## config.mk

```make
export PLATFORM = sky130hd
export DESIGN_NAME = cs_frame_sched
export DESIGN_NICKNAME = d
export VERILOG_FILES = /design/src/rtl/cs_pkg.sv /design/src/rtl/cs_out_fifo.sv /design/src/rtl/cs_frame_sched.sv
export SDC_FILE = /design/constraint.sdc
export NUM_CORES = 1
export LEC_CHECK = 0
export BUFFER_PORTS_ARGS = -buffer_cell sky130_fd_sc_hd__buf_2
export CAP_MARGIN = 25
export CORE_MARGIN = 1.5
export CORE_UTILIZATION = 50
export CTS_CLUSTER_DIAMETER = 80
export CTS_CLUSTER_SIZE = 16
export DETAILED_ROUTE_END_ITERATION = 10
export HOLD_SLACK_MARGIN = 0.1
export PLACE_DENSITY_LB_ADDON = 0.08
export SETUP_SLACK_MARGIN = 0.05
export SYNTH_ARGS = -nofsm -noshare
export SYNTH_HDL_FRONTEND = slang
export SYNTH_HIERARCHICAL = 1
export SYNTH_SLANG_ARGS = --single-unit
```

## constraint.sdc

```tcl
create_clock -name clk -period 7 [get_ports clk]
set_clock_uncertainty 0.2 [all_clocks]
set_input_delay 0.35 -clock clk [delete_from_list [all_inputs] [get_ports clk]]
set_output_delay 0.35 -clock clk [all_outputs]
set_load 0.01 [all_outputs]
```

## src/rtl/cs_pkg.sv

```systemverilog
// rtl/cs_pkg.sv - shared types and constants for the CS frame scheduler
package cs_pkg;

  typedef enum logic [1:0] {
    IDLE,
    FILL,
    RUN,
    DRAIN
  } cs_state_t;

  localparam int CS_DW  = 8;
  localparam int CS_YW  = 10;
  localparam int CS_WIN = 9;

endpackage

```

## src/rtl/cs_out_fifo.sv

```systemverilog
// rtl/cs_out_fifo.sv - synchronous result FIFO with occupancy count and flush
module cs_out_fifo #(
  parameter int DEPTH = 4,
  parameter int W     = 10,
  parameter int CW    = $clog2(DEPTH + 1)
) (
  input  logic          clk,
  input  logic          rst_n,
  input  logic          clr,
  input  logic          s_tvalid,
  input  logic [W-1:0]  s_tdata,
  output logic          m_tvalid,
  input  logic          m_tready,
  output logic [W-1:0]  m_tdata,
  output logic [CW-1:0] count
);

  localparam int PW = (DEPTH > 1) ? $clog2(DEPTH) : 1;

  logic [W-1:0]  mem [DEPTH];
  logic [PW-1:0] wr_ptr;
  logic [PW-1:0] rd_ptr;
  logic [CW-1:0] cnt;
  logic          pop;

  function automatic logic [PW-1:0] ptr_inc(input logic [PW-1:0] p);
    return (p == PW'(DEPTH - 1)) ? '0 : p + 1'b1;
  endfunction

  assign m_tvalid = (cnt != '0);
  assign m_tdata  = m_tvalid ? mem[rd_ptr] : '0;
  assign pop      = m_tvalid && m_tready;
  assign count    = cnt;

  // Pointer and occupancy tracking; a flush discards everything including same-cycle traffic
  always_ff @(posedge clk or negedge rst_n) begin
    if (!rst_n) begin
      wr_ptr <= '0;
      rd_ptr <= '0;
      cnt    <= '0;
    end else if (clr) begin
      wr_ptr <= '0;
      rd_ptr <= '0;
      cnt    <= '0;
    end else begin
      if (s_tvalid) wr_ptr <= ptr_inc(wr_ptr);
      if (pop)      rd_ptr <= ptr_inc(rd_ptr);
      case ({s_tvalid, pop})
        2'b10:   cnt <= cnt + 1'b1;
        2'b01:   cnt <= cnt - 1'b1;
        default: cnt <= cnt;
      endcase
    end
  end

  // Storage array; contents are don't-care while the count says empty
  always_ff @(posedge clk) begin
    if (s_tvalid && !clr) mem[wr_ptr] <= s_tdata;
  end

endmodule

```

## src/rtl/cs_frame_sched.sv

```systemverilog
// rtl/cs_frame_sched.sv - frame sequencer between a sample source and the CS window core
module cs_frame_sched
  import cs_pkg::*;
#(
  parameter int DW       = CS_DW,
  parameter int YW       = CS_YW,
  parameter int WIN      = CS_WIN,
  parameter int LAT      = 1,
  parameter int OF_DEPTH = 4,
  parameter int FLW      = 16
) (
  input  logic           clk,
  input  logic           reset,
  input  logic           start,
  input  logic           abort,
  input  logic [FLW-1:0] frame_len,
  input  logic           in_valid,
  output logic           in_ready,
  input  logic [DW-1:0]  in_data,
  output logic [DW-1:0]  core_x,
  output logic           core_shift,
  output logic           core_clr,
  input  logic [YW-1:0]  core_y,
  output logic           out_valid,
  input  logic           out_ready,
  output logic [YW-1:0]  out_y,
  output logic           busy,
  output logic           done,
  output logic           err_short
);

  localparam int             CW     = $clog2(OF_DEPTH + 1);
  localparam logic [FLW-1:0] WIN_L  = FLW'(WIN);
  localparam logic [FLW-1:0] WIN_M1 = FLW'(WIN - 1);
  localparam logic [CW:0]    CRED   = (CW + 1)'(OF_DEPTH);

  cs_state_t      state_q, state_d;
  logic [FLW-1:0] len_q;
  logic [FLW-1:0] acc_cnt;
  logic [FLW-1:0] acc_inc;
  logic [DW-1:0]  x_hold;
  logic [LAT-1:0] tag_q;
  logic [CW:0]    inflight;
  logic [CW-1:0]  fifo_cnt;
  logic           accept;
  logic           tag_in;
  logic           load;
  logic           clr_d;
  logic           done_d;
  logic           err_d;
  logic           abort_eff;

  assign acc_inc    = acc_cnt + 1'b1;
  assign abort_eff  = abort && (state_q != IDLE);
  assign busy       = (state_q != IDLE);
  assign accept     = in_valid && in_ready;
  assign core_shift = accept;
  assign core_x     = accept ? in_data : x_hold;

  // Results already requested from the core but not yet landed in the FIFO
  always_comb begin
    inflight = '0;
    for (int i = 0; i < LAT; i++) inflight = inflight + (CW + 1)'(tag_q[i]);
  end

  // Input readiness: free during warm-up, credit-limited once results are being produced
  always_comb begin
    in_ready = 1'b0;
    case (state_q)
      FILL:    in_ready = !abort;
      RUN:     in_ready = !abort && (({1'b0, fifo_cnt} + inflight) < CRED);
      default: in_ready = 1'b0;
    endcase
  end

  // Next-state and pulse requests; abort overrides everything else
  always_comb begin
    state_d = state_q;
    load    = 1'b0;
    tag_in  = 1'b0;
    clr_d   = 1'b0;
    done_d  = 1'b0;
    err_d   = 1'b0;
    case (state_q)
      IDLE: begin
        if (start && !abort) begin
          if (frame_len < WIN_L) begin
            err_d = 1'b1;
          end else begin
            load    = 1'b1;
            clr_d   = 1'b1;
            state_d = FILL;
          end
        end
      end
      FILL: begin
        if (accept && acc_cnt == WIN_M1) begin
          tag_in  = 1'b1;
          state_d = (acc_inc == len_q) ? DRAIN : RUN;
        end
      end
      RUN: begin
        if (accept) begin
          tag_in = 1'b1;
          if (acc_inc == len_q) state_d = DRAIN;
        end
      end
      DRAIN: begin
        if (inflight == '0 && fifo_cnt == '0) begin
          done_d  = 1'b1;
          state_d = IDLE;
        end
      end
      default: state_d = IDLE;
    endcase
    if (abort_eff) begin
      state_d = IDLE;
      tag_in  = 1'b0;
      clr_d   = 1'b1;
      done_d  = 1'b0;
    end
  end

  // State register and registered one-cycle pulses
  always_ff @(posedge clk or negedge reset) begin
    if (!reset) begin
      state_q   <= IDLE;
      core_clr  <= 1'b0;
      done      <= 1'b0;
      err_short <= 1'b0;
    end else begin
      state_q   <= state_d;
      core_clr  <= clr_d;
      done      <= done_d;
      err_short <= err_d;
    end
  end

  // Frame length latch, accepted-sample counter and held core sample
  always_ff @(posedge clk or negedge reset) begin
    if (!reset) begin
      len_q   <= '0;
      acc_cnt <= '0;
      x_hold  <= '0;
    end else begin
      if (load) begin
        len_q   <= frame_len;
        acc_cnt <= '0;
      end else if (accept) begin
        acc_cnt <= acc_inc;
      end
      if (accept) x_hold <= in_data;
    end
  end

  // Tag pipe mirrors core latency so core_y is captured exactly when it is valid
  always_ff @(posedge clk or negedge reset) begin
    if (!reset) begin
      tag_q <= '0;
    end else if (abort_eff) begin
      tag_q <= '0;
    end else begin
      tag_q[0] <= tag_in;
      for (int i = 1; i < LAT; i++) tag_q[i] <= tag_q[i-1];
    end
  end

  cs_out_fifo #(
    .DEPTH (OF_DEPTH),
    .W     (YW),
    .CW    (CW)
  ) u_out_fifo (
    .clk      (clk),
    .rst_n    (reset),
    .clr      (abort_eff),
    .s_tvalid (tag_q[LAT-1]),
    .s_tdata  (core_y),
    .m_tvalid (out_valid),
    .m_tready (out_ready),
    .m_tdata  (out_y),
    .count    (fifo_cnt)
  );

endmodule

```

==> results of run 1 <==
## flip-flops by register name (all words and copies together), names as in the netlist
name,cells
acc_cnt,16
done,1
u_out_fifo/wr_ptr,2
core_clr,1
u_out_fifo/mem,40
u_out_fifo/rd_ptr,2
state_q,2
len_q,16
err_short,1
tag_q,1
x_hold,8
u_out_fifo/count,3
## stage by stage
| step | std cells | util |
|---|---|---|
| floorplan | 414 | - |
| global placement | 584 | 0.562 |
| detailed placement | 584 | 0.562 |
| CTS | 635 | 0.621 |
| global route | 636 | 0.622 |
| finish | 636 | 0.622 |
## worst register-to-register path, cell delays in order (launching register included)
cell       delay, ns
dfrtp_1         0.43
inv_1           0.13
ha_1            0.26
nand4b_1        0.15
o2111ai_1       0.12
buf_4           0.22
inv_1           0.56
nand4_1         0.26
nor4_4          0.24
o22ai_1         0.15
a221oi_2        0.22
## power groups by stage
stage,clock network (mW),logic (mW),registers [mW]
final,0.371,0.611,0.766
after global routing,0.402,0.677,0.780
after CTS,0.383,0.603,0.766
after detailed placement,0,0.585,0.778
after global placement,0,0.574,0.775
after floorplan,0,0.451,0.733
## per-layer routing
metal / vias up / GRT usage / routed length (microns)
met5: - / 0 / 0
met4: 0 / 0.0622 / 111
met3: 11 / 0.0424 / 616
met2: 99 / 0.335 / 4850
met1: 1714 / 0.308 / 4910
li1: 1667 / - / -
## synth_stat cells, types with 9 or more instances
cell type  count
nand4_1       13
nand2_1       38
clkbuf_1      11
mux2_2        17
edfxtp_1      40
ha_1          12
xnor2_1       14
a21oi_1       10
mux4_2         9
dfrtp_1       53
nor2b_1       19
nor2_1        27
o21ai_0       11
xor2_1        16
and2_1         9
buf_2          9
inv_1         10
## layout make-up
cell class | instances | area (sq um)
fillers | 791 | 3540
flip-flops and latches | 93 | 2530
multi-input cells | 282 | 2180
repair buffers | 104 | 712
well taps | 129 | 161
clock buffers | 10 | 128
clock inverters | 6 | 71.3
inverters | 12 | 45.0
## logic make-up after synthesis
logic type	after synthesis	share of synthesized area
flops	93	0.517
simple gates	163	0.194
mux	30	0.0921
buf+inv	39	0.0369
compound gates	45	0.0665
xor+xnor	31	0.0584
fa+ha+maj	13	0.0348
## worst paths after layout
check,endpoint,startpoint,cells past startpoint
worst max-delay path,core_x[5],state_q[1],9
worst min-delay path,u_out_fifo/count[1],out_ready,3
worst max register to register,state_q[0],state_q[1],10
worst min register to register,x_hold[4],x_hold[4],2
max in group asynchronous,len_q[4],reset,3
min in group asynchronous,done,reset,3
## what timing repair did
action | CTS | global route
hold buffers | 35 | 0
endpoints found under the hold margin | 118 | 0
setup buffers | 0 | 0
==> run_results.csv, run 1 <==
group,metric,value,unit
placement,io_buffers,64,
power_and_ir_drop,pwr-share-comb,0.350,
synth,yosys.area.top_type_share,0.271,
cts,clockBufferDepth,2,
setup_path,cp-end-kind,"output pin",
global_route,grt_antenna_before_repair,0,
route,drt-vias-per-instance,5.49,
power_and_ir_drop,fin_total_pwr,1.75,mW
layout,nets,555,
synth,synthCells,414,
cts,cts_buffers,9,
synth,synth_top_flop_cell,"dfrtp_1",
timing,final_max_slew_viol_count,0,
setup_path,cp-start-kind,"register",
synth,avgSynthCellArea,11.8,sq um
setup_path,cp.required,6.45,ns
placement,place_ws,4.02,ns
setup_path,crit_slowest_cell,"inv_1",
cts,cts_tree,"yes",
power_and_ir_drop,power.leakage,2.46,nW
setup_path,cp.buffers_inverters,4,
synth,async_flop_share,0.570,
run_status,status,"completed",
synth,netlist_top_cells_area,"dfrtp_1, edfxtp_1, mux4_2",
layout,post-route-cell-area,0.00583,sq mm
layout,drive_above_1_share,0.256,
floorplan,num_rows,35,
route,route.detailed.drc,0,
timing,tightest_slew,0.731,ns
power_and_ir_drop,p_seq_frac,0.438,
power_and_ir_drop,power_switching,612,uW
timing,relSlewSlack,0.513,
power_and_ir_drop,clkPwrFrac,0.212,
power_and_ir_drop,powerDensity,300,mW/mm^2
route,drt_iter0_markers,186,
setup_path,crit_type,"register to output pin",
floorplan,fp.dieH,102,microns
setup_path,timing.critical_path.arrival,2.63,ns
global_route,grt_pass1_vias,3329,
route,vias,3491,
layout,area_delta_synth_final,19.2,%
cts,cts_resized,0,
timing,fin_crit,3.18,ns
setup_path,worstPathCellList,"inv_1 > ha_1 > nand4b_1 > o2111ai_1 > buf_4 > inv_1 > nand2_1 > nand2_1 > buf_2",
timing,setup_slack,3.82,ns
power_and_ir_drop,internal_power,1.14,mW
placement,routabilityCongestion,0.833,
synth,synth.distinct_cells,66,
placement,post-dp-hpwl,6980,microns
synth,ys_seq_area_frac,0.517,
setup_path,cp_slowest_stage_delay,0.56,ns
power_and_ir_drop,vdd_drop_max,168,uV
floorplan,ioPinCount,65,
cts,root_buffer,"clkbuf_8",
synth,ys_warn_count,6,
floorplan,die_w,102,microns
layout,layout_commonest_cell,"buf_2",
timing,finalHoldViolCount,0,
cts,htreeDepth,3,
layout,antenna_cells,0,
global_route,track_usage,0.215,
route,finalWirelength,10500,microns
min_path,hp-class,"input pin to register",
global_route,gr-total-overflow,0,
synth,synth-edff-count,40,
floorplan,initial_core_util,0.522,
placement,placed_cell_area,0.00527,sq mm
global_route,grt_max_degree,54,
global_route,grt_pass1_wl,16800,microns
setup_path,ff2ff_setup_slack,3.98,ns
floorplan,coreArea,0.00937,sq mm
route,avgRoutedWirePerCell,16.5,microns
synth,syn_nets,467,
synth,ys_ff_latch,93,
timing,setup_viol,0,
timing,finalCritPeriodShare,0.455,
power_and_ir_drop,netSwitchingFraction,0.350,
cts,worstSkewPairLatency,0.36,ns
flow_run,drv_cap,0,
setup_path,critPathTopFamily,"buffers and inverters",
synth,synthesis.area,0.00489,sq mm
timing,fin_hold_ws,0.192,ns
timing,max_freq,314,MHz
timing,rsz0062_at_grt,"no",
setup_path,critPathMaxFanout,21,
layout,final_cell_mix,"buf_2, dfrtp_1, edfxtp_1, nand2_1, dlygate4sd3_1",
cts,cts_sinks,93,
route,ant_nets,0,
timing,tns,0,ns
cts,clk_pin_slew,0.10,ns
floorplan,die-area,0.0104,sq mm
route,drt_first_pass_iters,4,
synth,yosysTopAreaCell,"dfrtp_1",
Power figures use the tool's default switching activity.
==> run 2: changes to the inputs <==
- ABC_AREA: not set -> 1
- clock period: 7 -> 2.61 ns (I/O delays scaled with it)
==> run 2 against run 1 <==
Clock power up 150%. First-iteration DRC count up 29%. Synthesized area up 2.1%. Global-route usage up 4.7 points. Die area up 2.0%. Sequential share of layout area down 2.8 points. Utilization up 1.9 points. Worst hold slack better by 0.017 ns. Cell count up 38%. Critical path type unchanged.
==> run_results.csv, run 2 <==
group,metric,value,unit
run_status,status,"completed",
timing,tns,0,ns
synth,synth_most_common_cell,"nand2_1",
synth,netlist_top_cells_count,"nand2_1, nor2_1, inv_1",
timing,finalHoldViolCount,0,
synth,syn_nets,665,
cts,htreeDepth,3,
floorplan,die-area,0.0106,sq mm
route,finalWirelength,13200,microns
min_path,hp-class,"input pin to asynchronous set/reset pin",
power_and_ir_drop,powerDensity,855,mW/mm^2
synth,avgSynthCellArea,8.16,sq um
setup_path,crit_type,"register to output pin",
synth,ys_warn_count,6,
floorplan,ioPinCount,65,
global_route,grt_pass1_wl,20700,microns
route,route.detailed.drc,0,
route,drt_first_pass_iters,7,
synth,synth_top_flop_cell,"dfrtp_1",
power_and_ir_drop,internal_power,3.08,mW
layout,reg_top3,"u_out_fifo/mem x40, acc_cnt x16, len_q x16",
layout,largest_register_ffs,40,
placement,io_buffers,64,
setup_path,critPathMaxFanout,9,
synth,ys_seq_area_frac,0.506,
global_route,grt_pass1_vias,4388,
flow_run,drv_cap,0,
route,avgRoutedWirePerCell,15.0,microns
cts,root_buffer,"clkbuf_8",
synth,synthCells,612,
floorplan,initial_core_util,0.513,
global_route,grt_max_degree,54,
power_and_ir_drop,fin_total_pwr,5.33,mW
power_and_ir_drop,pwr-share-comb,0.451,
timing,relSlewSlack,0.317,
timing,finalCritPeriodShare,0.920,
layout,final_cell_mix,"nand2_1, nor2_1, inv_1, buf_2",
timing,max_freq,416,MHz
setup_path,cp-end-kind,"output pin",
synth,synth-edff-count,40,
global_route,grt_antenna_before_repair,0,
cts,cts_buffers,9,
layout,n_fill_cell,855,
power_and_ir_drop,power.leakage,2.89,nW
placement,routabilityCongestion,0.963,
power_and_ir_drop,p_seq_frac,0.378,
synth,netlist_top_cells_area,"dfrtp_1, edfxtp_1, nand2_1",
layout,top_register,"u_out_fifo/mem",
power_and_ir_drop,vdd_drop_max,521,uV
route,drt-vias-per-instance,5.24,
timing,fin_crit,2.40,ns
layout,finalNonFillerCells,877,
cts,cts_sinks,93,
layout,antenna_cells,0,
cts,worstSkewPairLatency,0.39,ns
placement,dp.cells,811,
cts,cts_setup_buffers,0,
global_route,track_usage,0.262,
placement,place_ws,0.262,ns
setup_path,crit_slowest_cell,"dfrtp_1",
setup_path,timing.critical_path.arrival,2.07,ns
synth,async_flop_share,0.570,
layout,area_delta_synth_final,25.0,%
synth,yosysTopAreaCell,"dfrtp_1",
route,drt_iter0_markers,240,
layout,regArea,0.00253,sq mm
floorplan,die_w,103,microns
setup_path,worstPathCellList,"inv_1 > ha_2 > nand2_1 > o21ai_0 > nand2_1 > nor2_2 > buf_4 > nand2_1 > nand2_1 > buf_2",
layout,drive_above_1_share,0.176,
timing,rsz0062_at_grt,"yes",
setup_path,crit_top_cell,"nand2_1",
timing,tightest_slew,1.02,ns
global_route,gr-total-overflow,0,
floorplan,fp.dieH,103,microns
layout,multi_input_area,0.00219,sq mm
floorplan,num_rows,36,
route,vias,4597,
power_and_ir_drop,power_switching,2.25,mW
setup_path,cp.required,2.28,ns
layout,nets,792,
layout,layout_commonest_cell,"nand2_1",
timing,setup_slack,0.208,ns
synth,ys_ff_latch,93,
cts,clockBufferDepth,2,
timing,final_max_slew_viol_count,0,
placement,post-dp-hpwl,8900,microns
power_and_ir_drop,netSwitchingFraction,0.422,
route,ant_nets,0,
setup_path,cp_slowest_stage_delay,0.38,ns
power_and_ir_drop,clkPwrFrac,0.171,
synth,synthesis.area,0.00499,sq mm
setup_path,cp-start-kind,"register",
timing,setup_viol,0,
cts,clk_pin_slew,0.10,ns
timing,fin_hold_ws,0.209,ns
cts,cts_tree,"yes",
floorplan,coreArea,0.00973,sq mm
synth,yosys.area.top_type_share,0.266,
synth,synth.distinct_cells,32,
[run 2: metrics by stage]
step / utilization / cell area, sq um
finish: 0.641 / 6240
detailed placement: 0.567 / 5520
global route: 0.641 / 6240
global placement: 0.567 / 5520
floorplan: - / 4990
CTS: 0.637 / 6200
[run 2: cell families (layout without fill, tap and decap cells)]
kind of cell             Yosys count  after routing  share of synthesized area
adder cells (fa/ha/maj)           13             13                     0.0341
XOR/XNOR                           3              3                    0.00527
AO/OA/AOI/OAI                     75             75                     0.0792
buffers and inverters             78            210                     0.0622
AND/OR/NAND/NOR                  350            350                      0.313
flip-flops                        93             93                      0.506
[run 2: cell type report]
class,instances,share of cell area
clock inverter,6,0.00762
tap,133,0.0267
timing repair buffer,128,0.148
multi-input combinational,441,0.351
clock buffer,10,0.0205
sequential,93,0.406
inverter,66,0.0397
[run 2: power groups by stage]
| stage | combinational (mW) | sequential [mW] | clock, mW |
|---|---|---|---|
| global route | 2.72 | 2.05 | 0.976 |
| floorplan | 1.53 | 1.97 | 0 |
| CTS | 2.35 | 2.01 | 0.928 |
| detailed placement | 2.19 | 2.03 | 0 |
| global placement | 2.16 | 2.03 | 0 |
| finish | 2.40 | 2.02 | 0.909 |
[run 2: worst max-delay path, delay by kind of cell (launching register included)]
| kind | cells | cell delay (ns) |
|---|---|---|
| flops | 1 | 0.38 |
| simple gates | 5 | 0.46 |
| buf+inv | 3 | 0.44 |
| fa+ha+maj | 1 | 0.25 |
| compound gates | 1 | 0.15 |
[run 2: worst paths after layout]
path,start,to,slack [ns],cells past startpoint
worst max-delay path,state_q[0],core_x[7],0.21,10
worst min-delay path,reset,acc_cnt[4],0.21,3
worst max register to register,state_q[0],x_hold[3],0.21,10
worst min register to register,len_q[0],len_q[0],0.32,2
max in group asynchronous,reset,acc_cnt[2],1.48,3
min in group clk,core_y[3],u_out_fifo/mem[0][3],0.29,2
[run 2: per-layer routing]
metal,wire length [microns],track usage,vias to the layer above,part of all wire
li1,-,-,2273,-
met1,5890,0.339,2161,0.45
met2,6220,0.427,147,0.47
met3,908,0.0773,16,0.069
met4,160,0.0821,0,0.012
met5,0,0,-,0
[run 2: what timing repair did]
action	4_1_cts	5_1_grt
endpoints found under the hold margin	126	0
hold buffers	50	0
endpoints found under the setup margin	5	22
resized for setup	1	12
==> run 3: changes to the inputs <==
--- a/config.mk
+++ b/config.mk
@@ -16,4 +16,5 @@
 export HOLD_SLACK_MARGIN = 0.1
 export PLACE_DENSITY_LB_ADDON = 0.08
+export RECOVER_POWER = 25
 export SETUP_SLACK_MARGIN = 0.05
 export SYNTH_ARGS = -nofsm -noshare
==> constraint.sdc (replaced) <==
create_clock -name clk -period 2.61 [get_ports clk]
set_clock_uncertainty 0.2 [all_clocks]
set_input_delay 0.3915 -clock clk [delete_from_list [all_inputs] [get_ports clk]]
set_output_delay 0.3915 -clock clk [all_outputs]
set_load 0.01 [all_outputs]
==> run 3 against run 2 <==
The flow now finishes with violations (capacitance limit, slew limit). Largest cell class unchanged. Critical path depth unchanged. Largest power group unchanged. Cell area up 4.3%. Non-clock buffer count rose by 4. Worst hold slack got worse by 0.022 ns. Maximum frequency shrank 5.9%. Worst setup slack worse by 0.15 ns. Critical path type unchanged.
==> run_results.csv, run 3 (synthesis gave the netlist of run 2 again) <==
group,metric,value,unit
layout,antenna_cells,0,
setup_path,timing.critical_path.arrival,1.96,ns
flow_run,drv_cap,1,
global_route,grt_antenna_before_repair,0,
floorplan,num_rows,36,
timing,finalCritPeriodShare,0.979,
cts,clockBufferDepth,2,
power_and_ir_drop,powerDensity,871,mW/mm^2
route,ant_nets,0,
timing,rsz0062_at_grt,"yes",
placement,place_ws,0.196,ns
floorplan,coreArea,0.00973,sq mm
route,drt-vias-per-instance,5.31,
layout,layout_commonest_cell,"nand2_1",
route,drt_first_pass_iters,7,
run_status,violations,"capacitance limit, slew limit",
setup_path,crit_type,"register to output pin",
cts,root_buffer,"clkbuf_8",
floorplan,die_w,103,microns
timing,relSlewSlack,-0.0492,
cts,cts_sinks,93,
layout,final_core_util,0.668,
global_route,gr-total-overflow,0,
power_and_ir_drop,power.leakage,2.97,nW
setup_path,cp_slowest_stage_delay,0.43,ns
min_path,hp-class,"input pin to register",
setup_path,critPathMaxFanout,5,
global_route,grt_pass1_vias,4351,
placement,io_buffers,64,
placement,routabilityCongestion,0.912,
cts,cts_tree,"yes",
route,route.detailed.drc,0,
layout,final_cell_mix,"nand2_1, nor2_1, inv_1, dfrtp_1, nand3_1",
layout,finalNonFillerCells,882,
cts,htreeDepth,3,
layout,largest_register_ffs,40,
global_route,grt_pass1_wl,20300,microns
layout,area_delta_synth_final,30.3,%
setup_path,crit_top_cell,"nand2_2",
timing,tightest_slew,1.57,ns
setup_path,cp-start-kind,"register",
route,drt_iter0_markers,239,
floorplan,ioPinCount,65,
floorplan,fp.dieH,103,microns
setup_path,cp-end-kind,"output pin",
floorplan,initial_core_util,0.513,
cts,clk_pin_slew,0.09,ns
power_and_ir_drop,fin_total_pwr,5.66,mW
layout,reg_top3,"u_out_fifo/mem x40, acc_cnt x16, len_q x16",
layout,top_register,"u_out_fifo/mem",
layout,n_fill_cell,810,
layout,drive_above_1_share,0.223,
timing,tns,0,ns
timing,fin_crit,2.55,ns
placement,dp.cells,813,
run_status,status,"finished, violations left",
setup_path,worstPathCellList,"inv_4 > ha_4 > inv_4 > nor2_4 > nand2_2 > nor2_4 > buf_6 > nand2_2 > nand2_2 > buf_6",
route,finalWirelength,13300,microns
cts,worstSkewPairLatency,0.36,ns
timing,setup_viol,0,
cts,cts_buffers,9,
layout,nets,797,
setup_path,crit_slowest_cell,"dfrtp_2",
timing,finalHoldViolCount,0,
timing,setup_slack,0.0560,ns
floorplan,die-area,0.0106,sq mm
setup_path,cp.required,2.02,ns
timing,final_max_slew_viol_count,25,
global_route,grt_max_degree,30,
route,vias,4683,
placement,post-dp-hpwl,8930,microns
power_and_ir_drop,vdd_drop_max,618,uV
global_route,track_usage,0.253,
timing,max_freq,392,MHz
setup_path,ff2ff_setup_slack,0.17,ns
route,avgRoutedWirePerCell,15.1,microns
## run 3: cell types whose count changed in the layout (fill, tap and decap cells not counted), sizes merged
cell,delta
clkinvlp,+3
clkinv,-2
dlygate4sd3,-14
clkbuf,+12
buf,+7
nor2,+1
inv,-2
## run 3: path summary, 6_finish.rpt
check / start / cells past startpoint / endpoint
setup / recovery: state_q[1] / 10 / core_x[3]
hold / removal: abort / 4 / err_short
setup reg to reg: state_q[1] / 7 / u_out_fifo/mem[2][7]
hold reg to reg: x_hold[0] / 2 / x_hold[0]
max in group asynchronous: reset / 2 / state_q[1]
min in group asynchronous: reset / 2 / len_q[1]
## run 3: per-stage QoR
step	hold slack, ns	instance area (sq um)
global placement	0.245	5550
CTS	0.127	6180
detailed placement	0.255	5550
finish	0.188	6500
global route	0.214	6500
floorplan	-0.104	4990
## run 3: timing repair
item                                   in CTS  in global routing
hold buffers                               36                  0
cloned                                      1                  1
endpoints found under the hold margin      89                  0
resized for setup                          15                 60
buffers inserted                            6                 10
setup endpoints to repair                   9                 25
pin swaps                                   4                 20
## run 3: cell type report
class                           instances  area (sq um)  area share
Tap cell                              133           166      0.0256
Multi-Input combinational cell        442          2380       0.367
Timing Repair Buffer                  132           988       0.152
Clock inverter                          5          40.0     0.00616
Inverter                               66           262      0.0402
Sequential cell                        93          2530       0.389
Clock buffer                           11           131      0.0202
## run 3: routing by layer
| layer | track usage | part of all wire | wire length, microns |
|---|---|---|---|
| met5 | 0 | 0 | 0 |
| met3 | 0.0386 | 0.064 | 853 |
| met1 | 0.345 | 0.45 | 6010 |
| met4 | 0.0852 | 0.016 | 213 |
| met2 | 0.414 | 0.47 | 6200 |
## run 3: power by group
group	leakage (nW)	internal, mW	switching (mW)
Sequential	1.05	1.79	0.212
Combinational	1.84	1.16	1.63
Clock	0.0757	0.351	0.526
## run 3: critical path: cells and delay by family (launching register included)
kind                       cells  cell delay, ns
DFF                            1            0.43
and+or+nand+nor                5            0.51
adders and majority gates      1            0.27
buffers and inverters          4            0.41
